==> src/rtl/mem_port_arbiter_pkg.sv <==
// Shared types and constants for the unified instruction/data memory port arbiter.
package mem_port_arbiter_pkg;

    typedef enum logic [1:0] {
        IDLE   = 2'd0,
        BUSY_I = 2'd1,
        BUSY_D = 2'd2
    } state_t;

    typedef enum logic [1:0] {
        GNT_NONE = 2'd0,
        GNT_I    = 2'd1,
        GNT_D    = 2'd2
    } gnt_t;

    localparam int DEF_STARVE_LIMIT = 4;
    localparam int CNT_W            = 4;

endpackage

==> src/rtl/mem_port_arbiter_if.sv <==
// Fetch, data and memory-side signals of the arbiter; slave is the arbiter's view.
interface mem_port_arbiter_if #(
    parameter int AW = 32,
    parameter int DW = 32
);
    logic          if_req;
    logic [AW-1:0] if_addr;
    logic [DW-1:0] if_rdata;
    logic          if_ready;
    logic          d_req;
    logic          d_we;
    logic [AW-1:0] d_addr;
    logic [DW-1:0] d_wdata;
    logic [DW-1:0] d_rdata;
    logic          d_ready;
    logic          mem_req;
    logic          mem_we;
    logic [AW-1:0] mem_addr;
    logic [DW-1:0] mem_wdata;
    logic [DW-1:0] mem_rdata;
    logic          mem_ack;

    modport slave (
        input  if_req, if_addr, d_req, d_we, d_addr, d_wdata, mem_rdata, mem_ack,
        output if_rdata, if_ready, d_rdata, d_ready, mem_req, mem_we, mem_addr, mem_wdata
    );

    modport master (
        output if_req, if_addr, d_req, d_we, d_addr, d_wdata, mem_rdata, mem_ack,
        input  if_rdata, if_ready, d_rdata, d_ready, mem_req, mem_we, mem_addr, mem_wdata
    );
endinterface

==> src/rtl/mem_port_arbiter_prio_sel.sv <==
// Grant selection: data first, unless a pending fetch has waited out the starvation limit.
module arb_prio_sel
    import mem_port_arbiter_pkg::*;
(
    input  logic             i_if_req,
    input  logic             i_d_req,
    input  logic [CNT_W-1:0] i_starve_cnt,
    input  logic [CNT_W-1:0] i_limit,
    output gnt_t             o_gnt
);
    logic w_fetch_starved;

    assign w_fetch_starved = i_if_req && (i_starve_cnt == i_limit);

    always_comb begin
        o_gnt = GNT_NONE;
        if (i_d_req && !w_fetch_starved) begin
            o_gnt = GNT_D;
        end else if (i_if_req) begin
            o_gnt = GNT_I;
        end
    end
endmodule

==> src/rtl/mem_port_arbiter.sv <==
// Serialises fetch and data accesses onto one single-ported memory, one transaction at a time.
module mem_port_arbiter
    import mem_port_arbiter_pkg::*;
#(
    parameter int AW           = 32,
    parameter int DW           = 32,
    parameter int STARVE_LIMIT = DEF_STARVE_LIMIT
) (
    input  logic               clk,
    input  logic               reset,
    mem_port_arbiter_if.slave  bus
);
    localparam logic [CNT_W-1:0] LIMIT = CNT_W'(STARVE_LIMIT);

    state_t           r_state;
    state_t           w_state_nxt;
    gnt_t             w_gnt;
    logic [CNT_W-1:0] r_starve_cnt;
    logic [CNT_W-1:0] w_starve_nxt;
    logic             w_ack_i;
    logic             w_ack_d;

    logic             r_mem_req;
    logic             r_mem_we;
    logic [AW-1:0]    r_mem_addr;
    logic [DW-1:0]    r_mem_wdata;
    logic [DW-1:0]    r_if_rdata;
    logic [DW-1:0]    r_d_rdata;
    logic             r_if_ready;
    logic             r_d_ready;

    arb_prio_sel u_sel (
        .i_if_req     (bus.if_req),
        .i_d_req      (bus.d_req),
        .i_starve_cnt (r_starve_cnt),
        .i_limit      (LIMIT),
        .o_gnt        (w_gnt)
    );

    // mem_ack only counts while a transaction is outstanding
    assign w_ack_i = (r_state == BUSY_I) && bus.mem_ack;
    assign w_ack_d = (r_state == BUSY_D) && bus.mem_ack;

    always_comb begin
        w_state_nxt  = r_state;
        w_starve_nxt = r_starve_cnt;
        case (r_state)
            IDLE: begin
                if (w_gnt == GNT_D) begin
                    w_state_nxt = BUSY_D;
                end else if (w_gnt == GNT_I) begin
                    w_state_nxt = BUSY_I;
                end
                if (!bus.if_req || (w_gnt == GNT_I)) begin
                    w_starve_nxt = '0;
                end else if ((w_gnt == GNT_D) && (r_starve_cnt < LIMIT)) begin
                    w_starve_nxt = r_starve_cnt + CNT_W'(1);
                end
            end
            BUSY_I: if (w_ack_i) w_state_nxt = IDLE;
            BUSY_D: if (w_ack_d) w_state_nxt = IDLE;
            default: w_state_nxt = IDLE;
        endcase
    end

    always_ff @(posedge clk) begin
        if (reset) begin
            r_state      <= IDLE;
            r_starve_cnt <= '0;
        end else begin
            r_state      <= w_state_nxt;
            r_starve_cnt <= w_starve_nxt;
        end
    end

    always_ff @(posedge clk) begin
        if (reset) begin
            r_mem_req   <= 1'b0;
            r_mem_we    <= 1'b0;
            r_mem_addr  <= '0;
            r_mem_wdata <= '0;
            r_if_rdata  <= '0;
            r_d_rdata   <= '0;
            r_if_ready  <= 1'b0;
            r_d_ready   <= 1'b0;
        end else begin
            r_if_ready <= w_ack_i;
            r_d_ready  <= w_ack_d;
            if (r_state == IDLE) begin
                case (w_gnt)
                    GNT_D: begin
                        r_mem_req   <= 1'b1;
                        r_mem_we    <= bus.d_we;
                        r_mem_addr  <= bus.d_addr;
                        r_mem_wdata <= bus.d_wdata;
                    end
                    GNT_I: begin
                        r_mem_req   <= 1'b1;
                        r_mem_we    <= 1'b0;
                        r_mem_addr  <= bus.if_addr;
                        r_mem_wdata <= '0;
                    end
                    default: ;
                endcase
            end
            if (w_ack_i || w_ack_d) begin
                r_mem_req <= 1'b0;
                r_mem_we  <= 1'b0;
            end
            if (w_ack_i) begin
                r_if_rdata <= bus.mem_rdata;
            end
            // a store leaves the last load data visible
            if (w_ack_d && !r_mem_we) begin
                r_d_rdata <= bus.mem_rdata;
            end
        end
    end

    assign bus.mem_req   = r_mem_req;
    assign bus.mem_we    = r_mem_we;
    assign bus.mem_addr  = r_mem_addr;
    assign bus.mem_wdata = r_mem_wdata;
    assign bus.if_rdata  = r_if_rdata;
    assign bus.d_rdata   = r_d_rdata;
    assign bus.if_ready  = r_if_ready;
    assign bus.d_ready   = r_d_ready;

endmodule

==> src/flat_wrapper.sv <==
// flat-port wrapper written by rule: the top's interface ports become plain ports
module mem_port_arbiter_flat import mem_port_arbiter_pkg::*;
#(
    parameter int AW           = 32,
    parameter int DW           = 32,
    parameter int STARVE_LIMIT = DEF_STARVE_LIMIT
)
  (clk, reset, bus_if_req, bus_if_addr, bus_d_req, bus_d_we, bus_d_addr, bus_d_wdata, bus_mem_rdata, bus_mem_ack, bus_if_rdata, bus_if_ready, bus_d_rdata, bus_d_ready, bus_mem_req, bus_mem_we, bus_mem_addr, bus_mem_wdata);
  mem_port_arbiter_if #(.AW(AW), .DW(DW)) bus_i ();
  input  logic clk;
  input  logic reset;
  input wire logic [$bits(bus_i.if_req)-1:0] bus_if_req;
  input wire logic [$bits(bus_i.if_addr)-1:0] bus_if_addr;
  input wire logic [$bits(bus_i.d_req)-1:0] bus_d_req;
  input wire logic [$bits(bus_i.d_we)-1:0] bus_d_we;
  input wire logic [$bits(bus_i.d_addr)-1:0] bus_d_addr;
  input wire logic [$bits(bus_i.d_wdata)-1:0] bus_d_wdata;
  input wire logic [$bits(bus_i.mem_rdata)-1:0] bus_mem_rdata;
  input wire logic [$bits(bus_i.mem_ack)-1:0] bus_mem_ack;
  output wire logic [$bits(bus_i.if_rdata)-1:0] bus_if_rdata;
  output wire logic [$bits(bus_i.if_ready)-1:0] bus_if_ready;
  output wire logic [$bits(bus_i.d_rdata)-1:0] bus_d_rdata;
  output wire logic [$bits(bus_i.d_ready)-1:0] bus_d_ready;
  output wire logic [$bits(bus_i.mem_req)-1:0] bus_mem_req;
  output wire logic [$bits(bus_i.mem_we)-1:0] bus_mem_we;
  output wire logic [$bits(bus_i.mem_addr)-1:0] bus_mem_addr;
  output wire logic [$bits(bus_i.mem_wdata)-1:0] bus_mem_wdata;
  assign bus_i.if_req = bus_if_req;
  assign bus_i.if_addr = bus_if_addr;
  assign bus_i.d_req = bus_d_req;
  assign bus_i.d_we = bus_d_we;
  assign bus_i.d_addr = bus_d_addr;
  assign bus_i.d_wdata = bus_d_wdata;
  assign bus_i.mem_rdata = bus_mem_rdata;
  assign bus_i.mem_ack = bus_mem_ack;
  assign bus_if_rdata = bus_i.if_rdata;
  assign bus_if_ready = bus_i.if_ready;
  assign bus_d_rdata = bus_i.d_rdata;
  assign bus_d_ready = bus_i.d_ready;
  assign bus_mem_req = bus_i.mem_req;
  assign bus_mem_we = bus_i.mem_we;
  assign bus_mem_addr = bus_i.mem_addr;
  assign bus_mem_wdata = bus_i.mem_wdata;
  mem_port_arbiter #(.AW(AW), .DW(DW), .STARVE_LIMIT(STARVE_LIMIT)) u_core (.clk(clk), .reset(reset), .bus(bus_i));
endmodule
==> config.mk <==
export PLATFORM = sky130hd
export DESIGN_NAME = mem_port_arbiter_flat
export DESIGN_NICKNAME = d
export VERILOG_FILES = /design/src/rtl/mem_port_arbiter_pkg.sv /design/src/rtl/mem_port_arbiter_if.sv /design/src/rtl/mem_port_arbiter_prio_sel.sv /design/src/rtl/mem_port_arbiter.sv /design/src/flat_wrapper.sv
export SDC_FILE = /design/constraint.sdc
export NUM_CORES = 1
export LEC_CHECK = 0
export CAP_MARGIN = 20
export CORE_UTILIZATION = 40
export CTS_CLUSTER_SIZE = 16
export DETAILED_ROUTE_END_ITERATION = 10
export MAX_ROUTING_LAYER = met4
export PLACE_DENSITY = 0.83
export SLEW_MARGIN = 10
export SYNTH_ARGS = -nofsm -noshare
export SYNTH_HDL_FRONTEND = slang
export SYNTH_SLANG_ARGS = --single-unit
export TNS_END_PERCENT = 30
==> constraint.sdc <==
create_clock -name clk -period 2.05 [get_ports clk]
set_input_delay 0.41 -clock clk [delete_from_list [all_inputs] [get_ports clk]]
set_output_delay 0.41 -clock clk [all_outputs]
set_load 0.05 [all_outputs]
==> metrics.txt, run 1 <==
Arr. time, crit path 1610 ps; initial DRC count 522; pin count of the biggest net entering global routing 82; top_reg_cell synth dfxtp_1; # DRC 0; Total Neg Setup Slack 0 ps; drt wl/cell 17.80 um; Synth warnings 0; CP cell instances clkdlybuf4s50_1; switching power 2266 uW; WHS Path Cells 2; PwrDens 892.0 nW/um2; most frequent cells in the layout 254 x clkdlybuf4s50_1, 138 x dfxtp_1, 98 x a21oi_1; Final Cycle Share 0.9858; crit start category flop; Clock Pin Slew Worst Setup and Hold Paths 60 ps; clock sinks 138; Lkg Pwr 0.003287 uW; antenna cell count 0; # setup viols final 0; Max Clk Rate 494.8 MHz; root buf cell clkbuf_16; Logic pwr share 0.209; Synth cell types 37; max-cap viol count 0; min Tclk post-route 2021 ps; Slew headroom 0.5845; worst path bufs/invs 1; H-tree levels 4; Vias/cell 5.643; worst path required time 1640 ps; outcome finished clean; Async S/R FF share, synth 0; Crit Path Class reg2out; RSZ-0062 raised after global routing false; initial antenna violation count 0; Setup Skew 6.742 ps; Switching Fraction 0.2857; Final Hold Viols 0; die area 13850 um2; Post-Syn Area 5353 um2; Worst VDD drop 610.4 uV; Clock power frac 0.421; Reg power frac 0.370; internal power 5666 uW; fin nets 976; number of buffers created by CTS 17; remaining global-route overflow 0; Die X 117.7 um; Starting Density 0.4174; TritonCTS clock tree yes; post-synthesis register bit count 138; total stage count of the critical path 1; Die H 117.7 um; Site Rows 41; post-route worst setup slack 29.11 ps; Final Routed Wirelength 18.25 mm; total number of vias 5784; vias in the first global route 5745; Syn Area/Cell 8.833 um2; GPL Wtd Cong 0.9549; cell depth of the worst flop-to-flop path 6; core footprint 12820 um2; pre-CTS WS -64.22 ps; CP max stage delay 820 ps; IO Count 266; CTS Buffer Depth 2; Post-DP HPWL 12.52 mm; Top Family by Delay on Critical Path buffers and inverters; post-synthesis sequential area ratio 0.5161; Critical Path Sink Type output pin; final slew viol count 0; Clock Latency Late Sink 420 ps; Total GRT Usage 0.2736; EDFF count, synth 0; Synth-to-Final Area Change 66.13%; share of cells above drive strength 1 0.07503; Layout Cells excl Fill 1025; Worst path slowest cell clkdlybuf4s50_1; Placed Cells incl. Taps 993; Hold Crit Class in2reg; DRT antenna net count 0; syn nets 742; first-pass GRT wire length 29.38 mm; number of port buffers 265; Post-Synthesis Cells 606; TritonRoute pass-1 iters 5; commonest non-fill, non-tap cell in the layout clkdlybuf4s50_1; Worst Tran Pin Value 623.3 ps; worst-path maximum fanout 2
-- kinds of logic (layout without fill, tap and decap cells) --
logic type | Yosys count | in the layout | share of synthesized area
and+or+nand+nor | 155 | 155 | 0.1466
buffers and inverters | 74 | 321 | 0.06148
adders and majority gates | 2 | 2 | 0.004674
xor gates and xnor gates | 2 | 2 | 0.003273
DFF | 138 | 138 | 0.5161
AOI/OAI and AO/OA | 235 | 235 | 0.2679
-- path summary, 6_finish.rpt --
| path | from | endpoint | slack (ps) |
|---|---|---|---|
| worst max register to register | u_core.r_starve_cnt[0] | u_core.bus.mem_addr[10] | 300 |
| worst min register to register | u_core.bus.d_rdata[14] | u_core.bus.d_rdata[14] | 450 |
| worst max-delay path | u_core.bus.mem_addr[9] | bus_mem_addr[9] | 30 |
| worst min-delay path | reset | u_core.bus.d_rdata[10] | 420 |
-- cell usage after synthesis (2+ instances only) --
library cell	count	area [um2]
a311oi_1	32	280.3
o21ai_1	14	70.07
nand3_1	32	160.2
nor3_1	5	25.02
buf_2	35	175.2
a22o_1	32	280.3
o21ai_0	51	255.2
nor2b_1	3	18.77
nand4_1	34	212.7
inv_1	4	15.01
dfxtp_1	138	2763
ha_1	2	25.02
nand2_1	66	247.7
clkbuf_1	32	120.1
buf_4	2	15.01
a31oi_1	3	18.77
a21oi_1	98	490.5
nand2b_1	2	12.51
nor2_2	3	18.77
-- what timing repair did --
| item | in CTS | in global routing |
|---|---|---|
| endpoints found under the hold margin | 0 | 0 |
| gates resized for setup | 0 | 8 |
| setup buffers | 0 | 0 |
| hold buffers | 0 | 0 |
| setup endpoints to repair | 0 | 8 |
-- area by class of cell --
cell class | count | area (um2)
clock buffer | 17 | 425.4
inverter | 4 | 15.01
tap | 172 | 215.2
timing repair buffer | 285 | 2953
sequential | 138 | 2763
multi-input combinational | 394 | 2296
clock inverter | 15 | 225.2
fill | 952 | 3933
-- per-stage QoR --
stage	hold WS [ps]	instance area (um2)	utilization	total power, uW
floorplan	472.1	5353	-	3910
global placement	443.1	8222	0.6411	4607
detailed placement	447.2	8222	0.6411	4643
CTS	399.2	8872	0.6918	7983
global route	399.0	8892	0.6934	8242
finish	419.7	8892	0.6934	7932
-- power by group through the flow --
stage / combinational, uW / clock (uW) / sequential [uW]
2_1_floorplan: 426 / 0 / 3480
4_1_cts: 1660 / 3390 / 2930
3_3_place_gp: 1620 / 0 / 2980
6_report: 1660 / 3340 / 2940
3_5_place_dp: 1650 / 0 / 2990
5_1_grt: 1750 / 3540 / 2950
-- flip-flops by register name, indices dropped and copies added, names as in the netlist --
| signal | count |
|---|---|
| u_core.bus.d_rdata | 32 |
| u_core.bus.d_ready | 1 |
| u_core.bus.if_rdata | 32 |
| u_core.bus.if_ready | 1 |
| u_core.bus.mem_addr | 32 |
| u_core.bus.mem_req | 1 |
| u_core.bus.mem_wdata | 32 |
| u_core.bus.mem_we | 1 |
| u_core.r_starve_cnt | 4 |
| u_core.r_state | 2 |
-- layer usage --
metal  up-vias  share of wire  GRT usage
met5         -              0          -
met4         0          0.034     0.1306
met3        49          0.076    0.06880
met2       287           0.50     0.4463
met1      2755           0.39     0.3135
li1       2693              -          -
(Power assumes the default switching activity.)
==> inputs of run 2 (changes only) <==
--- a/config.mk
+++ b/config.mk
@@ -6,13 +6,16 @@
 export NUM_CORES = 1
 export LEC_CHECK = 0
 export CAP_MARGIN = 20
-export CORE_UTILIZATION = 40
+export CORE_MARGIN = 4
+export CORE_UTILIZATION = 41
 export CTS_CLUSTER_SIZE = 16
 export DETAILED_ROUTE_END_ITERATION = 10
 export MAX_ROUTING_LAYER = met4
-export PLACE_DENSITY = 0.83
+export PLACE_DENSITY = 0.84
+export SETUP_SLACK_MARGIN = 0.05
 export SLEW_MARGIN = 10
 export SYNTH_ARGS = -nofsm -noshare
 export SYNTH_HDL_FRONTEND = slang
+export SYNTH_HIERARCHICAL = 1
 export SYNTH_SLANG_ARGS = --single-unit
 export TNS_END_PERCENT = 30
==> run 2 against run 1 <==
Compared with the run above:
- the run now ends with setup timing left
- combinational power rose by 38%
- count of clock-buffer cells in the layout rose by 3
- final cell count fell by 0.88%
- wire length rose by 2.1%
- sequential power rose by 3%
- die area rose by 10%
- utilization rose by 4.6 points
- highest routed layer unchanged
==> metrics.txt, run 2 <==
outcome finished, violations left; failing checks setup timing; Worst VDD drop 558.2 uV (-8.5%); Clock Pin Slew Worst Setup and Hold Paths 60 ps (about the same); die area 15290 um2 (+10%); Post-Synth Simple-Gate Area 0.1631 (+0.01657); Setup Skew 6.155 ps (-0.5877 ps); GRT met1 Usage 0.2492 (-0.06432); CTS Buffer Depth 2 (unchanged); TritonCTS clock tree yes; worst-path maximum fanout 12 (+10); Top Family by Delay on Critical Path buffers and inverters; mux contribution to synthesized area 0.05841 (+0.05841); root buf cell clkbuf_16; Post-Synthesis Cells 563 (-7.1%); drt wl/cell 18.34 um (+3.0%); grt met3 use 0.08038 (+0.01158); TritonRoute pass-1 iters 5 (unchanged); crit start category flop; commonest non-fill, non-tap cell in the layout clkdlybuf4s50_1; total number of vias 5316 (-8.1%); Worst R2R Start u_core/r_starve_cnt[0]; Final Cycle Share 1.055 (+0.06889); adder-cell share of the synthesized area 0.006845 (+0.002170); Synth warnings 6 (+6); RSZ-0062 raised after global routing true; Lkg Pwr 0.004632 uW (+41%); DRT antenna net count 0 (unchanged); Worst path slowest cell dfxtp_2; area share of the largest cell type after synthesis 0.5038 (-0.01236); Post-Syn Area 5484 um2 (+2.5%); worst path required time 2390 ps (+750 ps); Total Neg Setup Slack -4655 ps (-4655 ps); CP max stage delay 320 ps (-500 ps); initial DRC count 401 (-23%); first-pass GRT wire length 26.82 mm (-8.7%); GPL Wtd Cong 0.8244 (-14%); total power 8496 uW (+7.1%); Switching Fraction 0.3083 (+0.02261); fin nets 968 (-0.82%); post-synthesis register bit count 138 (unchanged); Synth cell types 41 (+11%); Critical Path Sink Type flop; Hold Crit Class in2reg; Synth Area in XOR/XNOR 0.007985 (+0.004713); Post-DP HPWL 12.30 mm (-1.8%); Reg power frac 0.355 (-0.015); Clock Latency Late Sink 420 ps (about the same); EDFF count, synth 0 (unchanged); Max Clk Rate 462.5 MHz (-6.5%); largest family of logic cells by synthesized area compound AO/OA/AOI/OAI gates; GR peak layer met2; switching power 2619 uW (+16%); clock sinks 138 (unchanged); internal power 5877 uW (+3.7%); core footprint 12880 um2 (+0.40%); Die H 123.7 um (+5.1%); Worst Tran Pin Value 576.3 ps (-46.96 ps); Final Routed Wirelength 18.63 mm (+2.1%); CP cell instances xor2_1, nor4_2, buf_4, buf_6, a21oi_4, ha_4, nor3_4, buf_12, clkbuf_16, nor2_1, a211oi_2; worst path bufs/invs 4 (+3); Final Hold Viols 0 (unchanged); Logic pwr share 0.270 (+0.061); Site Rows 41 (unchanged); Async S/R FF share, synth 0 (unchanged); Slew headroom 0.6153 (+0.03078); pin count of the biggest net entering global routing 40 (-51%); initial antenna violation count 1 (+1); Syn Area/Cell 9.741 um2 (+10%); most frequent cell after synthesis dfxtp_1; IO Count 266 (unchanged); post-synthesis sequential area ratio 0.5038 (-0.01236); top_reg_cell synth dfxtp_1; number of port buffers 265 (unchanged); Starting Density 0.4259 (+0.008540); GR Util met2 0.3930 (-0.05329); Clock power frac 0.375 (-0.046); H-tree levels 4 (unchanged); vias in the first global route 5428 (-5.5%); Synth top cells by count 138 x dfxtp_1, 98 x nand2_1, 67 x a21oi_1; share of cells above drive strength 1 0.1756 (+0.1005); post-route worst setup slack -112.1 ps (-141.2 ps); top cell type by total area after synthesis dfxtp_1; remaining global-route overflow 0 (unchanged); Total GRT Usage 0.2331 (-0.04043); final slew viol count 0 (unchanged); PwrDens 892.2 nW/um2 (about the same); # setup viols final 65 (+65); Synth-to-Final Area Change 73.63%; dominant cells by area after synthesis dfxtp_1 50%, a211oi_2 7.3%, nand2_1 6.7%; Arr. time, crit path 2500 ps (+890 ps); most frequent cells in the layout 155 x clkdlybuf4s50_1, 134 x dfxtp_1, 94 x nand2_1; Crit Path Class reg2reg; Placed Cells incl. Taps 972 (-2.1%); Synth Area in Compound Gates 0.1999 (-0.06802); Layout Cells excl Fill 1016 (-0.88%); worst hold start reset; worst setup path start u_core/r_starve_cnt[0]; # DRC 0 (unchanged); hold_buf cts 0 (unchanged); Die X 123.7 um (+5.1%); max-cap viol count 0 (unchanged); min Tclk post-route 2162 ps (+141.2 ps); number of buffers created by CTS 17 (unchanged); Vias/cell 5.232 (-7.3%)
[run 2: through the flow]
step | hold WS, ps | instance area, um2 | setup slack [ps] | util
floorplan | 454.6 | 5520 | 240.9 | -
global placement | 437.7 | 8334 | -239.3 | 0.6473
detailed placement | 442.0 | 8334 | -324.2 | 0.6473
CTS | 432.4 | 9094 | -129.9 | 0.7062
global route | 461.3 | 9522 | -206.3 | 0.7395
finish | 447.5 | 9522 | -112.1 | 0.7395
[run 2: power groups by stage]
stage,registers (uW),logic (uW),clock network [uW]
detailed placement,3060,2080,0
floorplan,3700,667,0
global route,3040,2420,3340
CTS,3010,2160,3230
global placement,3050,2040,0
finish,3020,2290,3180
[run 2: cells by family (layout without fill, tap and decap cells)]
kind of cell               count (synthesis)  in the layout
AOI/OAI and AO/OA                        142            142
buffers and inverters                     56            334
adders and majority gates                  3              3
xor gates and xnor gates                   5              5
DFF                                      138            138
other                                      2              5
muxes                                     32             32
and+or+nand+nor                          185            185
[run 2: cell type report]
cell class                 count  area [um2]
fill                         851        3354
timing repair buffer         297        3248
sequential                   138        2768
multi-input combinational    371        2649
clock buffer                  20       446.7
tap                          172       215.2
clock inverter                11       170.2
inverter                       6       22.52
antenna                        1       2.502
[run 2: worst reg2reg max path: stages (launching register included)]
cell	delay, ps
dfxtp_2	320
xor2_1	160
nor4_2	250
buf_4	170
buf_6	100
a21oi_4	50
ha_4	260
nor3_4	140
buf_12	200
clkbuf_16	180
nor2_1	50
a211oi_2	190
[run 2: what timing repair did]
item                       CTS  global route
pin swaps                   18            32
resized for setup           54           104
setup endpoints to repair  108           134
setup buffers                3             2
gates cloned                 3             5
[run 2: final timing paths]
kind                                                 end  slack (ps)  cells past startpoint
worst max-delay path             u_core/bus.mem_addr[18]        -110                     11
worst min-delay path            u_core/bus.mem_wdata[20]         450                      2
worst max register to register   u_core/bus.mem_addr[18]        -110                     11
worst min register to register  u_core/bus.mem_wdata[22]         450                      2
[run 2: routing by layer]
metal  wire (um)  vias to the layer above  share of wire
li1            -                     2499              -
met1        6992                     2526           0.38
met5           0                        -              0
met3        1694                       40          0.091
met4         526                        0          0.028
met2        9421                      251           0.51
==> edit 1 (settings of run 1) <==
Make the reset (`reset`) asynchronous in 2 clocked blocks.
--- a/src/rtl/mem_port_arbiter.sv
+++ b/src/rtl/mem_port_arbiter.sv
@@ -65,3 +65,3 @@
 
-    always_ff @(posedge clk) begin
+    always_ff @(posedge clk or posedge reset) begin
         if (reset) begin
@@ -75,3 +75,3 @@
 
-    always_ff @(posedge clk) begin
+    always_ff @(posedge clk or posedge reset) begin
         if (reset) begin
Behaviour: differs if reset is asserted again (counterexample within 4 cycles, from zero or initial values and one cycle with reset high); with reset held inactive, the same outputs for 10 cycles.
==> edit 1 against run 1 <==
Synthesized area is 6.7% higher. Worst setup slack better by 0.0098 ns. Hold slack better by 0.045 ns. Critical path type unchanged. Sequential cell count stayed put. Routed wire length is 12% lower. Cell area is 4.1% higher. Via count is 17% lower. Sequential share of layout area is 6.2 points higher. Critical path depth stayed put. Die area is 6.6% higher. Global-route usage is 4.4 points lower.
Power is not compared: it rests on default switching activity, and its combinational part moved more than twofold at a synthesized area within 25%.
==> edit 1: results (changes against run 1) <==
[power]
pwr-share-comb_pct = 56.1
p_leak_nw = 4.27
pg_seq_w = 0.00486
switching_power_w = 0.00856
ir_drop_v = 0.000930
p_per_area_nw_per_um2 = 1970

[clock_network]
clk_latency_ns = 0.41
cts_resized = 1  ; was 0
cts_root_buf = clkbuf_16  ; unchanged
clk_pin_slew_ns = 0.06  ; about the same
cts-htree-levels = 4  ; unchanged
cts_setup_buffers = 0  ; unchanged
cts_buffers = 17  ; unchanged
cts_max_path_buffers = 2  ; unchanged

[detailed_routing]
route.vias.total = 4773  ; was 5784
drt-vias-per-instance = 4.99  ; was 5.64
drt_iter0_drc = 260  ; was 522
drt_first_pass_iters = 4  ; was 5
wl_per_cell_um = 16.8  ; was 17.8 um

[yosys]
yosysUniqueCellTypes = 25  ; was 37
async_flop_share_pct = 100  ; was 0%
ys_top_cells_by_count = 138 x dfrtp_1, 99 x nand2_1, 65 x a21oi_1  ; was 138 x dfxtp_1, 98 x a21oi_1, 66 x nand2_1
ys_seq_area_share_pct = 60.5  ; was 51.6%
ys.flop_type = dfrtp_1  ; was dfxtp_1
synth_nets = 631  ; was 742
synthTopCellsByArea = dfrtp_1 60%, mux2_4 7.9%, mux2_2 7.1%  ; was dfxtp_1 52%, a21oi_1 9.2%, a22o_1 5.2%
yosys_warnings = 0  ; unchanged
postSynthCellCount = 495  ; was 606

[worst_setup_path]
critPathLaunch = u_core.bus.mem_addr[28]  ; was u_core.bus.mem_addr[9]
crit_family = buffers and inverters  ; unchanged
slowest_delay_ns = 0.81
crit_slowest_cell = clkdlybuf4s50_1  ; unchanged
path_max_fanout = 2  ; unchanged
reg2reg_from = u_core.r_starve_cnt[1]  ; was u_core.r_starve_cnt[0]
cp.arrival_ns = 1.60

[global_routing]
antenna_found_initial = 0  ; unchanged
grt_max_degree = 70  ; was 82
grt_pass1_vias = 4923  ; was 5745
grt_pass1_wl_um = 24800  ; was 29400 um
grt_util_all_layers_pct = 23.0  ; was 27.4%

[place]
place_ws_ns = 0.00229  ; was -0.0642 ns
placed_cells = 925  ; was 993
place_area_um2 = 8610  ; was 8220 um^2
hpwl_um = 11600  ; was 12500 um
gp_congestion = 0.822  ; was 0.955

[timing]
worstMarginPinSlew_ns = 0.547  ; was 0.623 ns
skew_ns = 0.0126  ; was 0.00674 ns

[cells_and_area]
drive_gt1_share_pct = 16.3  ; was 7.50%
n_antenna_cell = 0  ; unchanged
nNetsFinal = 900  ; was 976

[hold_path]
worstHoldStart = u_core.bus.mem_wdata[7]  ; was reset
hold_class = reg2reg  ; was in2reg

[run_status]
outcome = finished, final reports clean  ; unchanged

-- edit 1: final cells by class --
class	instances	area [um^2]
fillers	1005	4620
repair buffers	281	2890
flip-flops and latches	138	3450
multi-input cells	319	2040
inverters	7	30.0
well taps	180	225
clock buffers	19	443
clock inverters	13	166
-- edit 1: cell families after synthesis --
| logic type | count (synthesis) | synth area share [%] |
|---|---|---|
| mux | 66 | 15.0 |
| simple gates | 173 | 12.8 |
| fa+ha+maj | 2 | 0.438 |
| buf+inv | 38 | 4.14 |
| flops | 138 | 60.5 |
| compound gates | 78 | 7.21 |
-- edit 1: path summary, 6_finish.rpt --
check | to | cells after the start | slack, ns
max reg2reg | u_core.bus.mem_addr[0] | 7 | 0.29
min in group asynchronous | u_core.bus.if_rdata[5] | 3 | 0.48
min | u_core.bus.mem_wdata[7] | 2 | 0.46
max | bus_mem_addr[28] | 1 | 0.04
max in group asynchronous | u_core.bus.d_ready | 3 | 1.24
min reg2reg | u_core.bus.mem_wdata[7] | 2 | 0.46
-- edit 1: stage by stage --
| step | TNS (ns) | hold slack [ns] |
|---|---|---|
| after floorplan | -11.19 | 0.444 |
| after global placement | 0 | 0.450 |
| after detailed placement | 0 | 0.455 |
| after CTS | 0 | 0.469 |
| after global routing | -0.00380 | 0.491 |
| final | 0 | 0.465 |
-- edit 1: per-layer routing --
layer / share of wire, % / vias to the layer above / global-route usage [%]
met5: 0 / - / -
met4: 2.5 / 0 / 9.88
met3: 7.3 / 20 / 5.64
met2: 50 / 243 / 37.2
met1: 41 / 2306 / 27.3
li1: - / 2204 / -
==> edit 2 (flow settings as in run 1) <==
Without the edit above. `DW` is set to 32 in 3 places; all go to 36.
--- a/src/rtl/mem_port_arbiter_if.sv
+++ b/src/rtl/mem_port_arbiter_if.sv
@@ -3,3 +3,3 @@
     parameter int AW = 32,
-    parameter int DW = 32
+    parameter int DW = 36
 );
--- a/src/rtl/mem_port_arbiter.sv
+++ b/src/rtl/mem_port_arbiter.sv
@@ -5,3 +5,3 @@
     parameter int AW           = 32,
-    parameter int DW           = 32,
+    parameter int DW           = 36,
     parameter int STARVE_LIMIT = DEF_STARVE_LIMIT
--- a/src/flat_wrapper.sv
+++ b/src/flat_wrapper.sv
@@ -4,3 +4,3 @@
     parameter int AW           = 32,
-    parameter int DW           = 32,
+    parameter int DW           = 36,
     parameter int STARVE_LIMIT = DEF_STARVE_LIMIT
Ports: changed (5 resized); port bits go from 266 to 286. The function was not compared with the original's and may differ.
==> edit 2 against run 1 <==
Synthesized area increased by 8.7%. Sequential power grew 8.2%. Worst setup slack better by 0.010 ns. Sequential cell count rose by 12. First-iteration DRC count decreased by 55%. Routed wire length fell by 7.2%. Power rose by 0.22%. Cell area grew 5.7%. Largest power group is now sequential cells.
==> edit 2: results (changes against run 1) <==
[detailed_routing]
drt_iter0_drc = 233  ; was 522
wl_per_cell_um = 16.1  ; was 17.8 um
wl_met2_um = 8160  ; was 9050 um
wl_met1_um = 7250  ; was 7190 um

[cells_and_area]
clkCellAreaFrac_pct = 5.87  ; was 7.32%
nonClkBufAreaFrac_pct = 33.3  ; was 33.2%
multiInputGateArea_um2 = 2480  ; was 2300 um^2
num-clock-buffers = 23  ; was 17
sh_seq_area_pct = 32.0  ; was 31.1%
drive_gt1_share_pct = 16.8  ; was 7.50%
inverters = 3  ; was 4
buffers_excl_clock = 300  ; was 285

[global_routing]
grt_use_met3_pct = 6.23  ; was 6.88%
globalRouteMet2Util_pct = 37.2  ; was 44.6%
use_met1_pct = 27.1  ; was 31.4%
grt_pass1_wl_um = 26000  ; was 29400 um

[yosys]
synthAdderAreaFrac_pct = 0.430  ; was 0.468%
synth_mux_area_share_pct = 0.193  ; was 0%
synthXorXnorAreaFrac_pct = 0.150  ; was 0.327%
synthTopCellsByArea = dfxtp_1 52%, a211oi_2 6.2%, a22o_1 5.4%  ; was dfxtp_1 52%, a21oi_1 9.2%, a22o_1 5.2%
ys_top_cells_by_count = 150 x dfxtp_1, 76 x nand2_1, 75 x nor2_1  ; was 138 x dfxtp_1, 98 x a21oi_1, 66 x nand2_1
synth_compound_area_share_pct = 25.8  ; was 26.8%
yosysUniqueCellTypes = 40  ; was 37
synth_nets = 732  ; was 742

[timing]
skew_ns = 0.00846  ; was 0.00674 ns
fmax_ghz = 0.497  ; was 0.495 GHz

[place]
gp_congestion = 0.804  ; was 0.955
hpwl_um = 11800  ; was 12500 um
port_buffers = 285  ; was 265

[worst_setup_path]
crit_end = bus_d_rdata[7]  ; was bus_mem_addr[9]
reg2reg_slack_ns = 0.48  ; was 0.30 ns
critPathLaunch = u_core.bus.d_rdata[7]  ; was u_core.bus.mem_addr[9]
reg2reg_depth = 7  ; was 6

[run_status]
outcome = finished, final reports clean  ; unchanged

[hold_path]
holdPathEnd = u_core.bus.d_rdata[23]  ; was u_core.bus.d_rdata[10]

[power]
ir_drop_v = 0.000579  ; was 0.000610 V
p_sw_share_pct = 29.6  ; was 28.6%

==> edit 2: cell count changes after synthesis, sizes merged, moves of 34 or more <==
cell / change
a211oi: +34
a22oi: +37
nand2: +41
nand4: -34
nor2: +76
o21ai: -64
==> edit 2: through the flow <==
stage	cell area [um^2]	power [W]	hold WS (ns)	std cells	utilization (%)
after CTS	9380	0.00802	0.381	1050	66.8
final	9400	0.00795	0.398	1050	66.9
after detailed placement	8830	0.00511	0.447	1020	62.9
after floorplan	5820	0.00436	0.466	588	-
after global routing	9400	0.00828	0.396	1050	66.9
after global placement	8830	0.00509	0.444	1020	62.9
==> edit 2: power groups by stage <==
stage | logic, W | clock network, W | registers, W
2_1_floorplan | 0.000571 | 0 | 0.00379
3_3_place_gp | 0.00185 | 0 | 0.00324
3_5_place_dp | 0.00187 | 0 | 0.00324
4_1_cts | 0.00188 | 0.00297 | 0.00318
5_1_grt | 0.00197 | 0.00312 | 0.00320
6_report | 0.00186 | 0.00291 | 0.00318
